`src/rtl/clk_div_pkg.sv`:
```
// Shared constants, status struct and TC helper for the programmable clock dividers.
package clk_div_pkg;

    localparam int CTR_W  = 23;
    localparam int CLK_HZ = 100_000_000;
    localparam logic [CTR_W-1:0] DEFAULT_TC = 23'd4_999_999;

    typedef struct packed {
        logic clk_out;
        logic tick;
        logic pending;
    } ch_stat_t;

    // Terminal count for a square wave of hz Hz; hz must be non-zero.
    function automatic logic [CTR_W-1:0] tc_for(input int unsigned hz);
        return CTR_W'(CLK_HZ / (2 * hz) - 1);
    endfunction

endpackage

```
`src/rtl/clk_div_channel.sv`:
```
// One divider channel: counter, active/shadow TC and tick; registered outputs.
// A TC write lands in the shadow and is applied only at a wrap, a sync or while disabled.
module clk_div_channel #(
    parameter int CTR_W = clk_div_pkg::CTR_W,
    parameter logic [CTR_W-1:0] DEFAULT_TC = clk_div_pkg::DEFAULT_TC
) (
    input  logic             clk_100MHz,
    input  logic             reset,
    input  logic             en,
    input  logic             sync,
    input  logic             wr,
    input  logic [CTR_W-1:0] wr_tc,
    output clk_div_pkg::ch_stat_t stat
);
    import clk_div_pkg::*;

    logic [CTR_W-1:0] ctr;
    logic [CTR_W-1:0] tc;
    logic [CTR_W-1:0] shadow;
    logic             clk_q;
    logic             tick_q;
    logic             pending_q;
    logic             wrap;
    logic             apply;

    // ">=" keeps a channel from hanging if ctr ever exceeds tc.
    assign wrap  = (ctr >= tc);
    assign apply = pending_q & (~en | sync | wrap);

    always_ff @(posedge clk_100MHz or posedge reset) begin
        if (reset) begin
            ctr       <= '0;
            tc        <= DEFAULT_TC;
            shadow    <= DEFAULT_TC;
            clk_q     <= 1'b0;
            tick_q    <= 1'b0;
            pending_q <= 1'b0;
        end else begin
            if (!en || sync) begin
                ctr    <= '0;
                clk_q  <= 1'b0;
                tick_q <= 1'b0;
            end else if (wrap) begin
                ctr    <= '0;
                clk_q  <= ~clk_q;
                tick_q <= 1'b1;
            end else begin
                ctr    <= ctr + 1'b1;
                tick_q <= 1'b0;
            end
            // wr is only issued while nothing is pending, so it never collides with apply.
            if (wr) begin
                shadow    <= wr_tc;
                pending_q <= 1'b1;
            end else if (apply) begin
                tc        <= shadow;
                pending_q <= 1'b0;
            end
        end
    end

    assign stat = '{clk_out: clk_q, tick: tick_q, pending: pending_q};

endmodule

```
`src/rtl/multi_clk_div.sv`:
```
// Multi-channel programmable divider: cfg_ch decode, cfg_ready mux and sync fan-out.
// Fabric enables only; clk_out must not drive clock nets.
module multi_clk_div #(
    parameter int NUM_CH = 4,
    parameter int CTR_W  = clk_div_pkg::CTR_W,
    parameter logic [CTR_W-1:0] DEFAULT_TC = clk_div_pkg::DEFAULT_TC,
    localparam int CH_W  = (NUM_CH > 1) ? $clog2(NUM_CH) : 1
) (
    input  logic              clk_100MHz,
    input  logic              reset,
    input  logic [NUM_CH-1:0] ch_en,
    input  logic              sync,
    input  logic              cfg_valid,
    output logic              cfg_ready,
    input  logic [CH_W-1:0]   cfg_ch,
    input  logic [CTR_W-1:0]  cfg_tc,
    output logic [NUM_CH-1:0] clk_out,
    output logic [NUM_CH-1:0] tick,
    output logic [NUM_CH-1:0] pending
);
    import clk_div_pkg::*;

    ch_stat_t stat [NUM_CH];
    logic     accept;

    // Out-of-range channels are always ready; their writes are dropped.
    always_comb begin
        cfg_ready = 1'b1;
        for (int i = 0; i < NUM_CH; i++) begin
            if (cfg_ch == CH_W'(i)) begin
                cfg_ready = ~pending[i];
            end
        end
    end

    assign accept = cfg_valid & cfg_ready;

    for (genvar g = 0; g < NUM_CH; g++) begin : g_ch
        clk_div_channel #(
            .CTR_W      (CTR_W),
            .DEFAULT_TC (DEFAULT_TC)
        ) u_ch (
            .clk_100MHz (clk_100MHz),
            .reset      (reset),
            .en         (ch_en[g]),
            .sync       (sync),
            .wr         (accept && (cfg_ch == CH_W'(g))),
            .wr_tc      (cfg_tc),
            .stat       (stat[g])
        );
        assign clk_out[g] = stat[g].clk_out;
        assign tick[g]    = stat[g].tick;
        assign pending[g] = stat[g].pending;
    end

endmodule

```
`config.mk`:
```
export PLATFORM = sky130hd
export DESIGN_NAME = multi_clk_div
export DESIGN_NICKNAME = d
export VERILOG_FILES = /design/src/rtl/clk_div_pkg.sv /design/src/rtl/clk_div_channel.sv /design/src/rtl/multi_clk_div.sv
export SDC_FILE = /design/constraint.sdc
export NUM_CORES = 1
export LEC_CHECK = 0
export ABC_AREA = 0
export CAP_MARGIN = 15
export CORE_MARGIN = 4
export CORE_UTILIZATION = 56
export DETAILED_ROUTE_END_ITERATION = 7
export GPL_TIMING_DRIVEN = 0
export PLACE_DENSITY_LB_ADDON = 0.2
export SYNTH_ARGS = -nofsm -noshare
export SYNTH_HDL_FRONTEND = slang
export SYNTH_SLANG_ARGS = --single-unit
```
`constraint.sdc`:
```
create_clock -name clk_100MHz -period 11.4 [get_ports clk_100MHz]
set_clock_uncertainty 0.05 [all_clocks]
set_input_delay 3.42 -clock clk_100MHz [delete_from_list [all_inputs] [get_ports clk_100MHz]]
set_output_delay 3.42 -clock clk_100MHz [all_outputs]
set_load 0.02 [all_outputs]
```
==> metrics.txt, run 1 <==
largest net degree at the start of global routing=136; Port Buffers=44; clock buffer depth=3; Worst EP arrival=4.95 ns; wire per inst=17.5 µm; mapped cell area=0.0142 mm²; number of buffers created by CTS=30; Setup violations, final=0; # Max-Cap Violations=0; clock latency at the later pin of the worst-skew pair=0.54 ns; nets=1396; HPWL Detailed=20300 µm; register area share after synthesis=0.516; wl on met1=12500 µm; hold_buf cts=0; RSZ-0062 raised after global routing=no; Die Height=167 µm; Max FO, Critical Path=5; finished layout cell area=0.0162 mm²; TNS Setup=0 ns; CTS tree=done; R2R Setup Slk=8.52 ns; die area=0.0280 mm²; worst r2r src=g_ch[2].u_ch.tc[18]$_DFFE_PP1P_; Setup Slack @ Placement=2.97 ns; H-tree levels=1; gr usage total=0.208; total placed cells including tap cells=1565; Starting Density=0.568; leakage power=7.38 nW; Netlist cell types=54; syn_nets=1318; Final Util=0.647; met3 wire len=1130 µm; DR vias=8755; Syn-to-layout area delta=14.0%; reg-to-reg endpoint=g_ch[2].u_ch.tc[13]$_DFFE_PP0P_; synth warn=0; crit path buf inv count=3; HP Start=g_ch[2].u_ch.ctr[0]$_DFF_PP0_; most used cell, CP=clkdlybuf4s50_1; Placed Area=0.0151 mm²; Clock transition at path regs=0.06 ns; Fill cells=1980; stages on the worst setup path=4; Final Hold Viols=0; Pwr Density=186 mW/mm²; Cells after Synth=1189; worst hold path type=flip-flop to flip-flop; Detailed Route WL=28300 µm; post-route insts no fill=1621; crit path launch=cfg_ch[1]; first-pass GRT wire length=47600 µm; Num Clock Sinks=288; status=finished clean; Pre-antenna DRT Iters=4; Period minus WS final=8.42 ns; CTS resizes=0; EDFF count, synth=0; Post-Syn Area per Cell=12.0 µm²; Worst Setup End Kind=primary output; initial antenna violation count=2; Top Metal Used=met4; FFs w/ async S/R, synth=1.00; Worst Setup EP=cfg_ready; IR drop worst, VDD=0.148 mV; min setup slack post-route=2.98 ns; CP delay by family, top=buffers and inverters; CP Class=input pin to primary output; chip width=167 µm; Clk Tree Root Cell=clkbuf_16; Tcrit/Tclk final=0.739; WL met2=13900 µm; antenna viol nets, final=0; Slew Viols, Final=0; core footprint=0.0250 mm²; Main synth FF type=dfrtp_1; num ports=46; vias in the first global route=9309; relative slew slack=0.372; Seq cells post-synth=288; GP Congestion=0.783; vias per cell=5.40; # diodes=0; num rows=58; Worst Path Required=7.93 ns; share of post-route cells with drive strength above 1=0.296; cells on worst reg2reg path=9; Fmax=119 MHz; crit path cell chain=clkdlybuf4s50_1, mux4_2, inv_1, clkdlybuf4s50_1; type of origin of the critical path=input pin; initial DRC count=402; # DRC=0; Max stage delay on crit path=0.59 ns; global route total overflow=0; Tightest Pin Transition=0.935 ns; Worst path slowest cell=clkdlybuf4s50_1; total setup buffers inserted after CTS=0
-- cell families (layout without fill, tap and decap cells) --
group,after synthesis,in the layout,share of synthesized area
AND/OR/NAND/NOR,309,309,0.105
flip-flops,288,288,0.516
multiplexers,186,186,0.154
buffers and inverters,143,245,0.0464
adder cells (fa/ha/maj),96,96,0.0845
XOR/XNOR,85,85,0.0524
AO/OA/AOI/OAI,82,82,0.0412
-- metrics by stage --
step           total power (W)  hold WS [ns]
4_1_cts                0.00306         0.430
6_report               0.00302         0.427
3_3_place_gp           0.00197         0.414
2_1_floorplan          0.00185         0.396
5_1_grt                0.00319         0.448
3_5_place_dp           0.00201         0.421
-- how the worst min path moves through the flow --
stage,to,cells after the start
floorplan,g_ch[2].u_ch.ctr[0]$_DFF_PP0_,1
global placement,g_ch[2].u_ch.ctr[0]$_DFF_PP0_,1
detailed placement,g_ch[2].u_ch.ctr[0]$_DFF_PP0_,1
CTS,g_ch[2].u_ch.ctr[0]$_DFF_PP0_,1
global route,g_ch[2].u_ch.ctr[0]$_DFF_PP0_,1
finish,g_ch[2].u_ch.ctr[0]$_DFF_PP0_,1
-- state kept, by name (all words and copies together) (netlist names) --
register             flops
g_ch.u_ch.shadow        92
g_ch.u_ch.ctr           92
g_ch.u_ch.tc            92
g_ch.u_ch.clk_q          4
g_ch.u_ch.pending_q      4
g_ch.u_ch.tick_q         4
-- layout by cell type (no fill, tap or decap), drive strengths merged, types with 10 or more instances in the layout --
| master | n |
|---|---|
| dfrtp | 184 |
| mux2 | 184 |
| nor2 | 120 |
| dfstp | 104 |
| inv | 103 |
| ha | 96 |
| xor2 | 58 |
| nand2 | 55 |
| clkbuf | 53 |
| clkdlybuf4s50 | 44 |
| nand3 | 40 |
| buf | 36 |
| a21oi | 31 |
| xnor2 | 27 |
| nand4 | 24 |
| and3 | 17 |
| o21ai | 16 |
| nor3 | 13 |
| and4 | 10 |
-- power breakdown --
group	internal [W]	total (W)	switching, W	leakage [nW]
Clock	0.000635	0.00103	0.000399	0.526
Sequential	0.00132	0.00143	0.000114	3.50
Combinational	0.000289	0.000548	0.000259	3.36
Total	0.00224	0.00302	0.000773	7.38
-- routing by layer --
| metal | vias to the layer above | GRT usage |
|---|---|---|
| li1 | 4213 | - |
| met2 | 98 | 0.354 |
| met3 | 43 | 0.0347 |
| met1 | 4401 | 0.281 |
| met4 | 0 | 0.0476 |
| met5 | - | 0 |
-- cell usage after synthesis, types with 2 or more instances --
cell type / count / share of area
a211o_1: 2 / 0.0012
a211oi_1: 4 / 0.0021
a21o_1: 7 / 0.0037
a21oi_1: 31 / 0.011
a22oi_1: 2 / 0.0011
a31o_2: 2 / 0.0012
a41oi_1: 2 / 0.0012
and2_1: 5 / 0.0022
and3_1: 17 / 0.0075
and4_1: 10 / 0.0062
buf_2: 14 / 0.0049
buf_4: 12 / 0.0063
buf_6: 8 / 0.0063
clkbuf_1: 6 / 0.0016
dfrtp_1: 184 / 0.32
dfstp_2: 104 / 0.19
ha_1: 96 / 0.085
inv_1: 103 / 0.027
mux2_1: 10 / 0.0079
mux2_2: 153 / 0.12
mux2_4: 21 / 0.022
nand2_1: 55 / 0.015
nand2b_1: 5 / 0.0022
nand3_1: 40 / 0.014
nand4_1: 22 / 0.0097
nand4_2: 2 / 0.0018
nor2_1: 120 / 0.032
nor2b_1: 9 / 0.0040
nor3_1: 13 / 0.0046
nor4_1: 2 / 0.00088
nor4_2: 3 / 0.0026
o211ai_1: 4 / 0.0021
o21a_1: 2 / 0.0011
o21ai_0: 14 / 0.0049
o31ai_4: 2 / 0.0030
or3_1: 2 / 0.00088
xnor2_1: 27 / 0.017
xor2_1: 58 / 0.036
-- final cells by class --
type	instances	area [µm²]	share of cell area
tap	330	413	0.0255
sequential	288	7340	0.453
timing repair buffer	46	495	0.0306
buffer	40	273	0.0168
clock inverter	9	129	0.00795
multi-input combinational	758	6210	0.384
inverter	103	394	0.0243
clock buffer	47	946	0.0584
(Power assumes the default switching activity.)
==> inputs of run 2 (changes only) <==
==> constraint.sdc (replaced) <==
create_clock -name clk_100MHz -period 7.7 [get_ports clk_100MHz]
set_clock_uncertainty 0.05 [all_clocks]
set_input_delay 2.31 -clock clk_100MHz [delete_from_list [all_inputs] [get_ports clk_100MHz]]
set_output_delay 2.31 -clock clk_100MHz [all_outputs]
set_load 0.02 [all_outputs]
==> metrics.txt, run 2 (synthesis results as in run 1) <==
status=finished clean; num ports=46; Syn-to-layout area delta=14.2%; leakage power=7.38 nW; Max FO, Critical Path=5; Worst Setup End Kind=primary output; total setup buffers inserted after CTS=0; wire per inst=17.6 µm; initial DRC count=504; Die Height=167 µm; chip width=167 µm; core footprint=0.0250 mm²; GP Congestion=0.784; Slew Viols, Final=0; Tightest Pin Transition=0.853 ns; vias in the first global route=9287; cells on worst reg2reg path=9; IR drop worst, VDD=0.226 mV; total power=0.00443 W; Worst Path Required=5.34 ns; H-tree levels=1; nets=1401; CP Class=input pin to primary output; global route total overflow=0; Num Clock Sinks=288; die area=0.0280 mm²; Setup violations, final=0; Starting Density=0.568; # Max-Cap Violations=0; total placed cells including tap cells=1570; Clk Tree Root Cell=clkbuf_16; most common cell after layout, fill and taps aside=dfrtp_1; RSZ-0062 raised after global routing=no; initial antenna violation count=1; Period minus WS final=6.32 ns; Setup Slack @ Placement=1.38 ns; Min-Delay Path Depth=1; TNS Setup=0 ns; worst hold path type=flip-flop to flip-flop; clock buffer depth=3; num rows=58; Final Hold Viols=0; Clock transition at path regs=0.06 ns; Worst EP arrival=3.96 ns; Detailed Route WL=28700 µm; relative slew slack=0.427; hold_buf cts=0; DR vias=8899; HPWL Detailed=21000 µm; number of buffers created by CTS=30; antenna viol nets, final=0; Fmax=158 MHz; Pre-antenna DRT Iters=4; CTS resizes=0; Pwr Density=273 mW/mm²; first-pass GRT wire length=47200 µm; post-route insts no fill=1626; # DRC=0; type of origin of the critical path=input pin; min setup slack post-route=1.38 ns; Tcrit/Tclk final=0.821; share of post-route cells with drive strength above 1=0.294; largest net degree at the start of global routing=43; gr usage total=0.205; most frequent cells in the layout=dfrtp_1 (184), mux2_2 (153), nor2_1 (120); Port Buffers=44; Fill cells=1999; Top Registers=g_ch.u_ch.ctr x92, g_ch.u_ch.shadow x92, g_ch.u_ch.tc x92; vias per cell=5.47; clock latency at the later pin of the worst-skew pair=0.55 ns; CTS tree=done; Final Util=0.648; # diodes=0
-- run 2: power breakdown --
group / internal (W) / leakage (nW) / total, W / switching, W
combinational: 0.000433 / 3.39 / 0.000821 / 0.000388
clock: 0.000896 / 0.496 / 0.00148 / 0.000585
sequential: 0.00196 / 3.50 / 0.00213 / 0.000170
-- run 2: metal layers --
layer / track usage / wire (µm)
met2: 0.354 / 14100
met3: 0.0319 / 1200
met5: 0 / 0
met4: 0.0416 / 562
met1: 0.279 / 12800
-- run 2: cell type report --
type / count / area, µm² / share of cell area
Inverter: 103 / 390 / 0.0241
Timing Repair Buffer: 51 / 581 / 0.0358
Buffer: 40 / 273 / 0.0168
Sequential cell: 288 / 7340 / 0.452
Clock buffer: 48 / 900 / 0.0554
Tap cell: 330 / 413 / 0.0254
Clock inverter: 8 / 118 / 0.00725
Multi-Input combinational cell: 758 / 6210 / 0.383
-- run 2: metrics by stage --
step / instance area (µm²) / hold WS (ns)
2_1_floorplan: 14200 / 0.396
3_3_place_gp: 15100 / 0.422
3_5_place_dp: 15200 / 0.428
4_1_cts: 16200 / 0.441
5_1_grt: 16200 / 0.455
6_report: 16200 / 0.437
-- run 2: worst paths after layout --
check / slack, ns / end / from
setup reg to reg: 4.79 / g_ch[2].u_ch.tc[16]$_DFFE_PP0P_ / g_ch[2].u_ch.tc[18]$_DFFE_PP1P_
min in group asynchronous: 2.21 / g_ch[2].u_ch.ctr[22]$_DFF_PP0_ / reset
setup / recovery: 1.38 / cfg_ready / cfg_ch[1]
hold / removal: 0.44 / g_ch[1].u_ch.tc[17]$_DFFE_PP0P_ / g_ch[1].u_ch.shadow[17]$_DFFE_PP0P_
max in group asynchronous: 3.86 / g_ch[3].u_ch.shadow[3]$_DFFE_PP1P_ / reset
hold reg to reg: 0.44 / g_ch[1].u_ch.tc[17]$_DFFE_PP0P_ / g_ch[1].u_ch.shadow[17]$_DFFE_PP0P_
-- run 2: worst max-delay path, stage by stage --
cell             delay (ns)
clkdlybuf4s50_1        0.58
mux4_2                 0.38
inv_1                  0.09
clkdlybuf4s50_1        0.60
